<file path="config.mk">
export PLATFORM = sky130hd
export DESIGN_NAME = vme_cmd_sequencer
export DESIGN_NICKNAME = d
export VERILOG_FILES = /design/src/rtl/vme_cmd_sequencer.sv
export SDC_FILE = /design/constraint.sdc
export NUM_CORES = 1
export LEC_CHECK = 0
export BUFFER_PORTS_ARGS = -buffer_cell sky130_fd_sc_hd__buf_2
export CAP_MARGIN = 20
export CELL_PAD_IN_SITES_DETAIL_PLACEMENT = 1
export CELL_PAD_IN_SITES_GLOBAL_PLACEMENT = 1
export CORE_ASPECT_RATIO = 1.75
export CORE_UTILIZATION = 35
export CTS_CLUSTER_DIAMETER = 80
export DETAILED_ROUTE_END_ITERATION = 6
export PLACE_DENSITY = 0.6
export SETUP_SLACK_MARGIN = 0.02
export SYNTH_ARGS = -nofsm -noshare
export SYNTH_HDL_FRONTEND = slang
export SYNTH_SLANG_ARGS = --single-unit
</file>
<file path="constraint.sdc">
create_clock -name clk -period 9.25 [get_ports clk]
set_input_delay 1.85 -clock clk [delete_from_list [all_inputs] [get_ports clk]]
set_output_delay 1.85 -clock clk [all_outputs]
set_load 0.05 [all_outputs]
</file>
<file path="src/rtl/vme_cmd_sequencer.sv">
// vme_cmd_sequencer: plays a loaded list of VME read/write commands
// through a start/ready/response handshake with a response timeout.
module vme_cmd_sequencer #(
    parameter int          DEPTH   = 16,
    parameter int          AW      = $clog2(DEPTH),
    parameter int          DATA_W  = 16,
    parameter logic [31:0] MASK    = 32'h00A80000,
    parameter int          TIMEOUT = 255
) (
    input  logic              clk,
    input  logic              rst_n,
    input  logic              load_en,
    input  logic [AW-1:0]     load_addr,
    input  logic              load_rw,
    input  logic [15:0]       load_cmd,
    input  logic [DATA_W-1:0] load_data,
    input  logic [AW:0]       num_cmds,
    input  logic              go,
    input  logic              loop,
    output logic              busy,
    output logic              done,
    output logic              timeout_err,
    output logic [AW-1:0]     err_index,
    input  logic              vme_cmd_rd,
    input  logic              vme_dat_wr,
    input  logic [31:0]       vme_dat_reg_out,
    output logic              start,
    output logic [31:0]       vme_cmd_reg,
    output logic [31:0]       vme_dat_reg_in,
    output logic              rd_valid,
    output logic [DATA_W-1:0] rd_data,
    output logic [AW-1:0]     rd_index
);

    typedef enum logic [1:0] {
        S_IDLE,
        S_ISSUE,
        S_WAIT,
        S_NEXT
    } state_t;

    localparam logic [AW:0]   LP_DEPTH = (AW+1)'(DEPTH);
    localparam logic [AW:0]   LP_NONE  = '0;
    localparam logic [AW:0]   LP_NONE1 = (AW+1)'(1);
    localparam logic [AW-1:0] LP_IDX1  = AW'(1);
    localparam logic [15:0]   LP_TO    = 16'(TIMEOUT);

    logic              r_rw   [DEPTH];
    logic [15:0]       r_cmd  [DEPTH];
    logic [DATA_W-1:0] r_data [DEPTH];

    state_t            r_state;
    state_t            w_state_nxt;
    logic [AW-1:0]     r_idx;
    logic [AW-1:0]     w_idx_nxt;
    logic [AW:0]       r_n;
    logic [AW:0]       w_n_nxt;
    logic [15:0]       r_cnt;
    logic [15:0]       w_cnt_nxt;

    logic              w_start;
    logic [31:0]       w_cmd_reg;
    logic [31:0]       w_dat_in;
    logic              w_rd_valid;
    logic [DATA_W-1:0] w_rd_data;
    logic [AW-1:0]     w_rd_index;
    logic              w_done;
    logic              w_terr;
    logic [AW-1:0]     w_err_index;
    logic              w_busy;

    logic [AW:0]       w_eff_n;
    logic              w_last;
    logic              w_rw;
    logic [15:0]       w_cmd;
    logic [DATA_W-1:0] w_data;
    logic              w_unused_dat;

    assign w_eff_n = (num_cmds > LP_DEPTH) ? LP_DEPTH : num_cmds;
    assign w_last  = ({1'b0, r_idx} == (r_n - LP_NONE1));
    assign w_rw    = r_rw[r_idx];
    assign w_cmd   = r_cmd[r_idx];
    assign w_data  = r_data[r_idx];
    assign w_unused_dat = ^vme_dat_reg_out;

    // Command slot storage; deliberately survives reset.
    always_ff @(posedge clk) begin
        if (load_en && !busy) begin
            r_rw[load_addr]   <= load_rw;
            r_cmd[load_addr]  <= load_cmd;
            r_data[load_addr] <= load_data;
        end
    end

    // Next-state and next-output decode for the sequencer.
    always_comb begin
        w_state_nxt = r_state;
        w_idx_nxt   = r_idx;
        w_n_nxt     = r_n;
        w_cnt_nxt   = r_cnt;
        w_start     = 1'b0;
        w_cmd_reg   = MASK;
        w_dat_in    = 32'h0;
        w_rd_valid  = 1'b0;
        w_rd_data   = rd_data;
        w_rd_index  = rd_index;
        w_done      = 1'b0;
        w_terr      = timeout_err;
        w_err_index = err_index;
        case (r_state)
            S_IDLE: begin
                if (go) begin
                    w_terr = 1'b0;
                    if (w_eff_n != LP_NONE) begin
                        w_state_nxt = S_ISSUE;
                        w_idx_nxt   = '0;
                        w_n_nxt     = w_eff_n;
                    end else begin
                        w_done = 1'b1;
                    end
                end
            end
            S_ISSUE: begin
                if (vme_cmd_rd) begin
                    w_start     = 1'b1;
                    w_cmd_reg   = MASK | {6'b0, w_rw, ~w_rw, 8'h00, w_cmd};
                    w_dat_in    = 32'(w_data);
                    w_cnt_nxt   = 16'h0;
                    w_state_nxt = S_WAIT;
                end
            end
            S_WAIT: begin
                // A response coincident with our own strobe is not ours.
                if (vme_dat_wr && !start) begin
                    w_state_nxt = S_NEXT;
                    if (w_rw) begin
                        w_rd_valid = 1'b1;
                        w_rd_data  = vme_dat_reg_out[DATA_W-1:0];
                        w_rd_index = r_idx;
                    end
                end else if (r_cnt >= LP_TO) begin
                    w_terr      = 1'b1;
                    w_err_index = r_idx;
                    w_done      = 1'b1;
                    w_state_nxt = S_IDLE;
                end else begin
                    w_cnt_nxt = r_cnt + 16'd1;
                end
            end
            S_NEXT: begin
                if (w_last) begin
                    if (loop) begin
                        w_idx_nxt   = '0;
                        w_state_nxt = S_ISSUE;
                    end else begin
                        w_done      = 1'b1;
                        w_state_nxt = S_IDLE;
                    end
                end else begin
                    w_idx_nxt   = r_idx + LP_IDX1;
                    w_state_nxt = S_ISSUE;
                end
            end
            default: w_state_nxt = S_IDLE;
        endcase
        w_busy = (w_state_nxt != S_IDLE);
    end

    // State and registered outputs.
    always_ff @(posedge clk or negedge rst_n) begin
        if (!rst_n) begin
            r_state        <= S_IDLE;
            r_idx          <= '0;
            r_n            <= '0;
            r_cnt          <= 16'h0;
            start          <= 1'b0;
            vme_cmd_reg    <= MASK;
            vme_dat_reg_in <= 32'h0;
            rd_valid       <= 1'b0;
            rd_data        <= '0;
            rd_index       <= '0;
            done           <= 1'b0;
            timeout_err    <= 1'b0;
            err_index      <= '0;
            busy           <= 1'b0;
        end else begin
            r_state        <= w_state_nxt;
            r_idx          <= w_idx_nxt;
            r_n            <= w_n_nxt;
            r_cnt          <= w_cnt_nxt;
            start          <= w_start;
            vme_cmd_reg    <= w_cmd_reg;
            vme_dat_reg_in <= w_dat_in;
            rd_valid       <= w_rd_valid;
            rd_data        <= w_rd_data;
            rd_index       <= w_rd_index;
            done           <= w_done;
            timeout_err    <= w_terr;
            err_index      <= w_err_index;
            busy           <= w_busy;
        end
    end

endmodule
</file>
==> results.txt, run 1 <==
status: finished, final reports clean
DPL Wire Length: 27.9 mm
first-pass GRT wire length: 78.3 mm
RSZ-0062 raised after global routing: false
Net Sw Frac: 0.287
drt total wl: 53.1 mm
Core ar.: 66600 µm²
mux cell area share after synthesis: 0.167
Setup Skew: 0.0261 ns
Mapped Area: 23700 µm²
WP buf/inv: 2
post-synthesis register bit count: 618
PnR worst setup slack: 5.84 ns
Clk Tree Root Cell: clkbuf_16
postcts setup bufs: 0
Tcrit/Tclk final: 0.368
Slew HR: 0.340
Rows: 125
WS Path Type: reg2reg
worst endpoint required time: 9.71 ns
CTS Hold Bufs: 0
Compound-Gate Fraction of Synth Area: 0.0117
max cap viols: 0
post-DR wirelength/cell: 24.4 µm
clock power share: 0.307
VDD IR max: 140 µV
min-delay worst type: reg2reg
DR DRC count: 0
Vias/cell: 5.09
syn_area_per_cell: 21.8 µm²
Critical Path AT: 3.87 ns
Final min period: 3.41 ns
max-slew violations: 0
Power Dens Cells: 265 nW/µm²
Post-DP Area: 25400 µm²
asr flop ratio synth: 0.146
GR Overflow Total: 0
Adder-Cell Fraction of Synth Area: 0.00158
NumNets Final: 1330
DRT iter0 DRCs: 758
R2R setup slack: 5.84 ns
initial antenna violation count: 9
Placement Setup Slack: 5.55 ns
CTS Buffer Depth: 3
Global Route Usage Sum: 0.157
Final Util: 0.407
number of iterations in the first detailed-routing pass: 4
Yosys cell types: 49
antenna-violating nets left: 0
largest fanout on the critical path: 38
cell total after placement: 2078
via count: 11100
share of layout cells above drive strength 1: 0.324
Cell Int Power: 5.13 mW
number of global-route vias before repair: 12100
CTS tree: yes
Total Power: 7.19 mW
setup_tns: 0 ns
Sw Pwr: 2.07 mW
Non-Filler Cell Area, Final: 27100 µm²
Port Buffer Count: 127
die area: 68800 µm²
measured slew at the worst slew-check pin: 0.989 ns
height of the chip: 346 µm
final setup vio count: 0
IO Pins: 174
simple-gate share of the synthesized area: 0.0300
Fmax: 293 MHz
Post-Synth XOR/XNOR Area: 0.00280
Largest stage delay, worst path: 0.91 ns
top_reg_cell synth: edfxtp_1
Syn Inst Count: 1087
Static Leak: 9.04 nW
CTS clk-pin slew, worst paths: 0.06 ns
power share of the combinational group: 0.231
die width: 199 µm
largest net degree at the start of global routing: 66
CTS resizes: 0
Sinks on Clock Net: 618
Worst setup EP type: flop
largest family of logic cells by synthesized area: multiplexers
H-tree levels: 2
Final Non-Filler Cells: 2179
delay-heaviest family, CP: buffers and inverters
initial core utilization: 0.356
crit-path cells: buf_4 -> mux2i_1 -> a22oi_1 -> nand4_1 -> a21oi_2 -> buf_8 -> mux2_1
crit path launch type: flop
Worst-Skew Late Latency: 0.60 ns
EDFF count, synth: 528
Seq/Total Area, Yosys: 0.764
Seq pwr share: 0.462
final hold vios: 0
Final Wtd Congestion: 0.725
Inserted Clock Buffers: 55
Synth warnings: 0
Area Growth Syn to Fin: 14.3%
slowest CP cell: dfrtp_4
Hold Slack: 0.481 ns
## cells in the mapped netlist (4+ instances only)
cell / instances / share of area
o31ai_1: 4 / 0.0013
buf_6: 9 / 0.0043
nor2_1: 20 / 0.0032
nand2_1: 22 / 0.0035
buf_2: 9 / 0.0019
clkbuf_1: 26 / 0.0041
mux2_2: 5 / 0.0024
nor3_1: 9 / 0.0019
buf_4: 33 / 0.010
nand3_1: 10 / 0.0021
dfrtp_1: 90 / 0.095
mux4_2: 160 / 0.15
nand2b_1: 12 / 0.0032
nor4_1: 4 / 0.0011
inv_1: 8 / 0.0013
and2_1: 42 / 0.011
o21ai_0: 10 / 0.0021
edfxtp_1: 528 / 0.67
mux2_1: 19 / 0.0090
a21oi_1: 12 / 0.0025
mux2i_1: 9 / 0.0038
## worst reg2reg max path: stages, from the launching register on
cell	delay, ns
dfrtp_4	0.91
buf_4	0.76
mux2i_1	0.17
a22oi_1	0.21
nand4_1	0.26
a21oi_2	0.40
buf_8	0.22
mux2_1	0.35
## placed cells by master, fill, tap and decap left out, drive strengths merged, types with 2 or more instances in the layout
master  count
a21oi      12
a22oi       2
a31o        3
and2       42
buf       153
bufinv      4
clkbuf     71
clkinv     21
conb       30
dfrtp      90
edfxtp    528
ha          3
inv        12
mux2       24
mux2i       9
mux4      160
nand2      22
nand2b     12
nand3      10
nor2       20
nor2b       3
nor3        9
nor4        4
o21a        2
o21ai      12
o22ai       2
o31ai       4
or3         2
or4         3
xnor2       2
xor2        3
## cell families after synthesis
logic type      Yosys count
compound gates           44
xor+xnor                  6
fa+ha+maj                 3
buf+inv                  88
flops                   618
mux                     193
other cells               2
simple gates            133
## per-layer routing
| metal | part of all wire | vias to the layer above | global-route usage |
|---|---|---|---|
| met5 | 0.0017 | - | 0 |
| met4 | 0.025 | 14 | 0.0474 |
| met3 | 0.043 | 94 | 0.0288 |
| met2 | 0.51 | 271 | 0.271 |
| met1 | 0.42 | 6026 | 0.200 |
| li1 | - | 4686 | - |
## final timing paths
path / startpoint / to / cells past startpoint
hold / removal: rd_data[1] / rd_data[1] / 1
hold reg to reg: rd_data[1] / rd_data[1] / 1
min in group asynchronous: rst_n / vme_dat_reg_in[3] / 1
max in group asynchronous: rst_n / vme_cmd_reg[10] / 2
setup / recovery: r_idx[0] / rd_data[0] / 7
setup reg to reg: r_idx[0] / rd_data[0] / 7
## power by group through the flow
stage / registers, mW / logic, mW / clock network (mW)
finish: 3.33 / 1.66 / 2.21
global route: 3.35 / 1.79 / 2.37
CTS: 3.34 / 1.70 / 2.28
detailed placement: 3.39 / 1.70 / 0
global placement: 3.39 / 1.68 / 0
floorplan: 3.56 / 1.11 / 0
## layout make-up
type | instances | area, µm²
Antenna cell | 1 | 2.50
Clock buffer | 71 | 1460
Clock inverter | 29 | 254
Fill cell | 6351 | 39500
Inverter | 9 | 33.8
Multi-Input combinational cell | 409 | 5280
Sequential cell | 618 | 18100
Tap cell | 889 | 1110
Timing Repair Buffer | 153 | 841
Power figures use the tool's default switching activity.
==> run 2, diff against run 1 <==
==> constraint.sdc (replaced) <==
create_clock -name clk -period 3.3 [get_ports clk]
set_input_delay 0.66 -clock clk [delete_from_list [all_inputs] [get_ports clk]]
set_output_delay 0.66 -clock clk [all_outputs]
set_load 0.05 [all_outputs]
==> run 2 against run 1 <==
  * Maximum frequency increased by 37%
  * First-iteration DRC count is 7.0% lower
  * Sequential power rose to 2.8 times the previous value
  * Hold slack got worse by 0.38 ns
  * Non-clock buffer count increased by 10
  * Via count decreased by 0.60%
  * Routed wire length increased by 1.7%
  * Die area is the same
  * Critical path type unchanged
  * Critical endpoint is now rd_data[8]
  * Largest cell class unchanged
  * Highest routed layer unchanged
==> results.txt, run 2 (synthesized netlist as in run 1, its figures left out) <==
Area Growth Syn to Fin: 16.8%
Inserted Clock Buffers: 55 (unchanged)
max cap viols: 0 (unchanged)
Worst setup EP type: flop
RSZ-0062 raised after global routing: false
WS Path Type: reg2reg
initial antenna violation count: 10 (+1)
Fmax: 402 MHz (+37%)
slowest CP cell: dfrtp_4
die width: 199 µm (unchanged)
Post-DP Area: 25700 µm² (+1.3%)
Sw Pwr: 5.95 mW (+190%)
number of iterations in the first detailed-routing pass: 4 (unchanged)
Cell Int Power: 15.1 mW (+200%)
number of global-route vias before repair: 12300 (+1.5%)
Tcrit/Tclk final: 0.753 (+0.385)
Clk Tree Root Cell: clkbuf_16
Worst-Skew Late Latency: 0.61 ns (about the same)
Vias/cell: 5.03 (-1.2%)
Final Wtd Congestion: 0.728 (+0.44%)
largest fanout on the critical path: 22 (-42%)
status: finished, final reports clean
post-DR wirelength/cell: 24.6 µm (+1.1%)
height of the chip: 346 µm (unchanged)
clock power share: 0.329 (+0.022)
CTS clk-pin slew, worst paths: 0.06 ns (about the same)
Largest stage delay, worst path: 0.74 ns (-0.17 ns)
power share of the combinational group: 0.234 (+0.003)
crit-path cells: buf_12 -> mux2i_1 -> a21oi_1 -> nand3_1 -> a21oi_2 -> buf_4 -> mux2_1
final setup vio count: 0 (unchanged)
CTS Buffer Depth: 3 (unchanged)
Global Route Usage Sum: 0.160 (+0.00336)
largest net degree at the start of global routing: 65 (-1.5%)
Non-Filler Cell Area, Final: 27700 µm² (+2.1%)
Port Buffer Count: 127 (unchanged)
drt total wl: 54.0 mm (+1.7%)
measured slew at the worst slew-check pin: 0.766 ns (-0.224 ns)
first-pass GRT wire length: 79.9 mm (+2.1%)
min-delay worst type: in2async
Critical Path AT: 2.96 ns (-0.91 ns)
max-slew violations: 0 (unchanged)
R2R setup slack: 0.82 ns (-5.03 ns)
die area: 68800 µm² (unchanged)
commonest cells after routing, fill and taps aside: edfxtp_1, mux4_2, buf_2
Hold Slack: 0.0982 ns (-0.382 ns)
VDD IR max: 348 µV (+150%)
crit path launch type: flop
Seq pwr share: 0.437 (-0.025)
Power Dens Cells: 762 nW/µm² (+190%)
Slew HR: 0.490 (+0.149)
multi-input combinational cell area: 5310 µm² (+0.47%)
DRT iter0 DRCs: 705 (-7.0%)
Setup Skew: 0.0281 ns (+0.00194 ns)
postcts setup bufs: 0 (unchanged)
IO Pins: 174 (unchanged)
Seq. cell area: 18100 µm² (unchanged)
NumNets Final: 1340 (+0.75%)
DPL Wire Length: 29.8 mm (+6.7%)
DR DRC count: 0 (unchanged)
Sinks on Clock Net: 618 (unchanged)
Reg2Reg Depth: 7 (unchanged)
fill count: 6341 (-0.16%)
worst endpoint required time: 3.78 ns (-5.93 ns)
antenna-violating nets left: 0 (unchanged)
r2r startpoint: r_idx[0]
Final min period: 2.48 ns (-0.924 ns)
Rows: 125 (unchanged)
Worst R2R End: rd_data[8]
Net Sw Frac: 0.282 (-0.00502)
initial core utilization: 0.356 (unchanged)
GR Overflow Total: 0 (unchanged)
Static Leak: 9.29 nW (+2.7%)
H-tree levels: 2 (unchanged)
CTS resizes: 0 (unchanged)
final hold vios: 0 (unchanged)
commonest non-fill, non-tap cell in the layout: edfxtp_1
CTS tree: yes
CTS Hold Bufs: 0 (unchanged)
Core ar.: 66600 µm² (unchanged)
share of layout cells above drive strength 1: 0.338 (+0.0150)
setup_tns: 0 ns (unchanged)
via count: 11000 (-0.60%)
==> run 2: worst max-delay path, delay by kind of cell (launching register included) <==
kind                   cells  cell delay, ns
AOI/OAI and AO/OA          2            0.37
buffers and inverters      2            0.55
DFF                        1            0.74
muxes                      2            0.46
and+or+nand+nor            1            0.23
==> run 2: worst max-delay path by stage <==
stage / startpoint / end / slack (ns) / cells past startpoint
after floorplan: busy / r_cmd[8][0] / 0.28 / 3
after detailed placement: r_idx[2] / rd_data[8] / 0.73 / 6
final: r_idx[0] / rd_data[8] / 0.82 / 7
after CTS: r_idx[2] / rd_data[8] / 0.70 / 6
after global routing: r_idx[2] / rd_data[8] / 0.57 / 6
after global placement: r_idx[0] / vme_dat_reg_in[6] / 0.78 / 4
==> run 2: layer usage <==
layer	routed length, µm	global-route usage
met4	1190	0.0488
met5	90	0
met3	2810	0.0296
met1	21900	0.202
met2	28000	0.279
==> run 2: power by group through the flow <==
stage	clock network [mW]	registers [mW]	logic, mW
3_5_place_dp	0	9.40	5.06
2_1_floorplan	0	9.99	3.12
5_1_grt	7.34	9.29	5.31
4_1_cts	7.12	9.24	5.08
3_3_place_gp	0	9.38	5.00
6_report	6.93	9.22	4.93
==> run 2: area by class of cell <==
class / instances / share of cell area
Timing Repair Buffer: 163 / 0.0414
Tap cell: 889 / 0.0402
Sequential cell: 618 / 0.655
Antenna cell: 3 / 0.000271
Clock buffer: 68 / 0.0537
Multi-Input combinational cell: 409 / 0.192
Clock inverter: 33 / 0.0168
Inverter: 9 / 0.00122
==> run 2: per-stage QoR <==
step	instances	util	setup WS, ns	total power [mW]
after global placement	2088	0.386	0.784	14.4
after floorplan	1115	-	0.278	13.1
after detailed placement	2088	0.386	0.730	14.5
final	2192	0.415	0.815	21.1
after global routing	2190	0.415	0.571	21.9
after CTS	2189	0.415	0.701	21.4
